### config.mk
export PLATFORM = sky130hd
export DESIGN_NAME = bus_timer
export DESIGN_NICKNAME = d
export VERILOG_FILES = /design/src/rtl/bus_timer_pkg.sv /design/src/rtl/timer_prescaler.sv /design/src/rtl/bus_timer.sv
export SDC_FILE = /design/constraint.sdc
export NUM_CORES = 1
export LEC_CHECK = 0
export BUFFER_PORTS_ARGS = -buffer_cell sky130_fd_sc_hd__buf_4
export CAP_MARGIN = 25
export CORE_MARGIN = 2
export CORE_UTILIZATION = 35
export CTS_CLUSTER_SIZE = 16
export DETAILED_ROUTE_END_ITERATION = 12
export HOLD_SLACK_MARGIN = 0.02
export PLACE_DENSITY = 0.54
export SLEW_MARGIN = 0
export SYNTH_ARGS = -nofsm -noshare
export SYNTH_HDL_FRONTEND = slang
export SYNTH_SLANG_ARGS = --single-unit
### constraint.sdc
create_clock -name clk -period 3.14 [get_ports clk]
set_input_delay 0.628 -clock clk [delete_from_list [all_inputs] [get_ports clk]]
set_output_delay 0.628 -clock clk [all_outputs]
set_load 0.02 [all_outputs]
### src/rtl/bus_timer_pkg.sv
// Shared constants for the memory-mapped reload timer.
package bus_timer_pkg;

    localparam logic [31:0] DEFAULT_BASE_ADDR = 32'h4000_0000;

    // Byte offsets of the registers from the base address
    localparam logic [31:0] TH_OFF   = 32'd0;
    localparam logic [31:0] TL_OFF   = 32'd4;
    localparam logic [31:0] TCON_OFF = 32'd8;

    // TCON bit positions
    localparam int EN_BIT     = 0;
    localparam int IRQEN_BIT  = 1;
    localparam int STATUS_BIT = 2;

endpackage

### src/rtl/timer_prescaler.sv
// Clock divider for the timer: emits a one-cycle tick every PRESCALE enabled cycles.
module timer_prescaler #(
    parameter int PRESCALE = 1
) (
    input  logic clk,
    input  logic reset,
    input  logic en,
    input  logic clr,
    output logic tick
);

    localparam logic [15:0] LAST = 16'(PRESCALE - 1);

    logic [15:0] pcnt_q, pcnt_d;

    // Tick on the last count of a phase; disable or a TL write restarts the phase.
    always_comb begin
        tick   = en & (pcnt_q == LAST);
        pcnt_d = pcnt_q;
        if (!en || clr)
            pcnt_d = 16'd0;
        else if (tick)
            pcnt_d = 16'd0;
        else
            pcnt_d = pcnt_q + 16'd1;
    end

    // Prescaler count register
    always_ff @(posedge clk or posedge reset) begin
        if (reset)
            pcnt_q <= 16'd0;
        else
            pcnt_q <= pcnt_d;
    end

endmodule

### src/rtl/bus_timer.sv
// 32-bit reload timer on the data bus: TH (reload), TL (counter), TCON (control/status).
module bus_timer
    import bus_timer_pkg::*;
#(
    parameter logic [31:0] BASE_ADDR = DEFAULT_BASE_ADDR,
    parameter int          PRESCALE  = 1
) (
    input  logic        clk,
    input  logic        reset,
    input  logic        MemRead,
    input  logic        MemWrite,
    input  logic [31:0] Address,
    input  logic [31:0] Write_data,
    output logic [31:0] Read_data,
    output logic        irq
);

    logic [31:0] th_q, th_d;
    logic [31:0] tl_q, tl_d;
    logic        en_q, en_d;
    logic        irqen_q, irqen_d;
    logic        status_q, status_d;
    logic        irq_q, irq_d;

    logic sel_th, sel_tl, sel_tcon;
    logic wr_th, wr_tl, wr_tcon;
    logic tick, ovf;

    assign sel_th   = (Address == BASE_ADDR + TH_OFF);
    assign sel_tl   = (Address == BASE_ADDR + TL_OFF);
    assign sel_tcon = (Address == BASE_ADDR + TCON_OFF);

    assign wr_th    = MemWrite & sel_th;
    assign wr_tl    = MemWrite & sel_tl;
    assign wr_tcon  = MemWrite & sel_tcon;

    timer_prescaler #(.PRESCALE(PRESCALE)) u_presc (
        .clk   (clk),
        .reset (reset),
        .en    (en_q),
        .clr   (wr_tl),
        .tick  (tick)
    );

    // A CPU write to TL suppresses the overflow of that cycle entirely.
    assign ovf = tick & ~wr_tl & (tl_q == 32'hFFFF_FFFF);

    // Next-state for the register file; overflow beats a status-clear write.
    always_comb begin
        th_d     = wr_th ? Write_data : th_q;

        tl_d     = tl_q;
        if (wr_tl)
            tl_d = Write_data;
        else if (tick)
            tl_d = ovf ? th_q : tl_q + 32'd1;

        en_d     = wr_tcon ? Write_data[EN_BIT]    : en_q;
        irqen_d  = wr_tcon ? Write_data[IRQEN_BIT] : irqen_q;

        status_d = status_q;
        if (wr_tcon && !Write_data[STATUS_BIT])
            status_d = 1'b0;
        if (ovf && irqen_q)
            status_d = 1'b1;

        // irq lags status by one edge
        irq_d    = irqen_q & status_q;
    end

    // Register file state
    always_ff @(posedge clk or posedge reset) begin
        if (reset) begin
            th_q     <= 32'd0;
            tl_q     <= 32'd0;
            en_q     <= 1'b0;
            irqen_q  <= 1'b0;
            status_q <= 1'b0;
            irq_q    <= 1'b0;
        end else begin
            th_q     <= th_d;
            tl_q     <= tl_d;
            en_q     <= en_d;
            irqen_q  <= irqen_d;
            status_q <= status_d;
            irq_q    <= irq_d;
        end
    end

    assign irq = irq_q;

    // Combinational read mux; zero when not selected so it can be ORed onto the bus.
    always_comb begin
        Read_data = 32'd0;
        if (MemRead) begin
            if (sel_th)
                Read_data = th_q;
            else if (sel_tl)
                Read_data = tl_q;
            else if (sel_tcon)
                Read_data = {29'd0, status_q, irqen_q, en_q};
        end
    end

endmodule

==> results.json <==
{
  "status": "complete, no violations",
  "synth_area_mm2": 0.00506,
  "clkPwrFrac_pct": 47.7,
  "numCtsBuffers": 9,
  "power_frac_seq_pct": 46.4,
  "finalSetupViolCount": 0,
  "cp-endpoint": "Read_data[3]",
  "fillers": 1381,
  "synth_edf_count": 0,
  "met3_length_um": 647,
  "grt_pass1_vias": 4587,
  "vias_per_cell": 5.41,
  "max_slew_margin_pct": 49.0,
  "port_buffers": 100,
  "route.met2.wl_um": 6840,
  "rows": 43,
  "leakage_nw": 2.91,
  "start_util_pct": 36.2,
  "grt_overflow_total": 0,
  "crit_start": "Address[0]",
  "route.detailed.drc": 0,
  "yosys_warnings": 0,
  "wl_per_cell_um": 17.3,
  "ys_seq_area_share_pct": 41.5,
  "die_w_um": 124,
  "p_total_mw": 2.33,
  "fin_skew_ps": 8.71,
  "powerDensity_mw_per_mm2": 364,
  "clockRootBuffer": "clkbuf_16",
  "final_common_cell": "buf_4",
  "yosys.area.top_type": "dfrtp_1",
  "p_sw_mw": 0.496,
  "arrival_ps": 2230,
  "clock.fmax_ghz": 0.350,
  "grt_start_max_net_pins": 45,
  "areaGrowthSynthToFinish_pct": 26.6,
  "cts.clk_slew.worst_paths_ps": 60,
  "dr.pass1.iters": 4,
  "dp.final_hpwl_um": 10100,
  "drt_iter0_markers": 246,
  "crit_chain": "buf_4 > nor4_1 > nand4_1 > nor2_1 > nand3b_1 > buf_4 > nor2_1 > buf_4",
  "clock_latency_ps": 350,
  "worst_r2r_path_depth": 6,
  "swShare_pct": 21.3,
  "max_stage_delay_ps": 270,
  "via_count": 4473,
  "core-area_mm2": 0.0140,
  "num_io_pins": 101,
  "irDropWorstVdd_v": 0.000261,
  "cts_setup_buffers": 0,
  "n_antenna_cell": 0,
  "crit_path_frequent_cell": "buf_4",
  "ys_top_cells_by_area": "dfrtp_1 (42%), mux2_2 (7.3%), mux2i_1 (6.9%)",
  "critPathLaunchType": "primary input",
  "ys_ff_latch": 84,
  "top_layer": "met4",
  "cts_tree": "done",
  "fin_nets": 713,
  "gp_congestion": 0.778,
  "fin_crit_sh_pct": 90.9,
  "crit_fanout": 19,
  "rsz0062_at_grt": "false",
  "ys_types": 57,
  "critical_path_class": "primary input to output port",
  "final_cell_mix": "buf_4 (117), dfrtp_1 (84), nor2_1 (70), nand2_1 (40), mux2i_1 (35)",
  "grt_pass1_wl_um": 23700,
  "final_core_util_pct": 45.8,
  "netlist.area_leader.share_pct": 41.5,
  "tightestPinTransition_ps": 765,
  "wl_met1_um": 6590,
  "slew_violations": 0,
  "hold_viol": 0,
  "comb_power_share_pct": 5.9,
  "r2r-start": "tl_q[5]",
  "drive_above_1_share_pct": 28.7,
  "dp_slack_ps": 242,
  "dieArea_mm2": 0.0154,
  "dp_cells": 811,
  "netlist_instances": 542,
  "synthFlopType": "dfrtp_1",
  "stdcell_count": 827,
  "hold_class": "primary input to asynchronous set/reset pin",
  "htreeDepth": 3,
  "r2r_slack_ps": 420,
  "gr-usage-all-layers_pct": 19.0,
  "syn_avg_cell_area_um2": 9.34,
  "die_h_um": 124,
  "cts-resized-gates": 0,
  "cp-end-kind": "output port",
  "r2r_end": "tl_q[11]",
  "antenna_left": 0,
  "cp.required_ps": 2510,
  "cp_slowest_cell": "nor4_1",
  "clk_path_buf_depth": 2,
  "cap_violations": 0,
  "setup_slack_ps": 285,
  "syn_nets": 613,
  "cts_hold_buf": 0,
  "tns_ps": 0,
  "wirelength_um": 14300,
  "cts.sinks": 84,
  "p_int_mw": 1.84,
  "min_period_ps": 2850,
  "postSynth.asyncResetShare_pct": 100,
  "antenna_found_initial": 0
}
==> through the flow <==
stage	hold slack [ps]	cell area [um2]
6_report	401	6410
5_1_grt	453	6410
4_1_cts	420	6410
3_5_place_dp	520	6100
3_3_place_gp	497	6100
2_1_floorplan	471	5060
==> cells in the mapped netlist (5+ instances only) <==
master,number
nor4_1,16
o21ai_0,18
and4_1,5
and3_1,11
buf_2,5
clkbuf_1,19
mux2_2,33
inv_1,8
xnor2_1,7
dfrtp_1,84
nor2b_1,6
nor3_1,7
a21o_1,6
nand4_1,19
o31ai_1,8
nand2_1,40
xor2_1,16
a21oi_1,33
nor2_1,70
nand2b_1,6
a211oi_1,7
mux2i_1,35
nand3_1,20
==> cells by family after synthesis <==
group,share of synthesized area [%]
xor gates and xnor gates,3.98
muxes,14.6
DFF,41.5
and+or+nand+nor,22.9
buffers and inverters,3.56
adders and majority gates,0.742
AOI/OAI and AO/OA,12.8
==> routing by layer <==
metal | vias up | global-route usage (%)
li1 | 2165 | -
met1 | 2192 | 25.7
met2 | 95 | 30.7
met3 | 21 | 3.87
met4 | 0 | 5.75
met5 | - | 0
==> worst max-delay path, delay by kind of cell <==
| kind | cells | cell delay [ps] |
|---|---|---|
| buffers and inverters | 3 | 500 |
| AND/OR/NAND/NOR | 5 | 1090 |
==> how the worst min path moves through the flow <==
stage,to,slack (ps),cells past startpoint
2_1_floorplan,irq,470,1
3_3_place_gp,irq,500,1
3_5_place_dp,th_q[17],520,1
4_1_cts,th_q[11],420,2
5_1_grt,th_q[11],450,2
6_report,th_q[11],400,2
==> area by class of cell <==
type | instances | area [um2] | share of cell area (%)
clock buffer | 13 | 270 | 4.22
inverter | 8 | 31.3 | 0.488
tap | 180 | 225 | 3.51
timing repair buffer | 120 | 938 | 14.6
clock inverter | 3 | 43.8 | 0.683
multi-input combinational | 419 | 2800 | 43.7
sequential | 84 | 2100 | 32.8
==> power groups by stage <==
stage          Sequential, mW  Clock [mW]  Combinational [mW]
6_report                 1.08        1.11               0.138
3_3_place_gp             1.10           0               0.140
2_1_floorplan            1.10           0              0.0487
4_1_cts                  1.08        1.15               0.141
5_1_grt                  1.08        1.20               0.152
3_5_place_dp             1.10           0               0.141
==> flip-flops by register name, summed over array words and instances (netlist names) <==
signal          flops
u_presc.pcnt_q     16
status_q            1
en_q                1
irqen_q             1
th_q               32
irq                 1
tl_q               32
(Power assumes the default switching activity.)
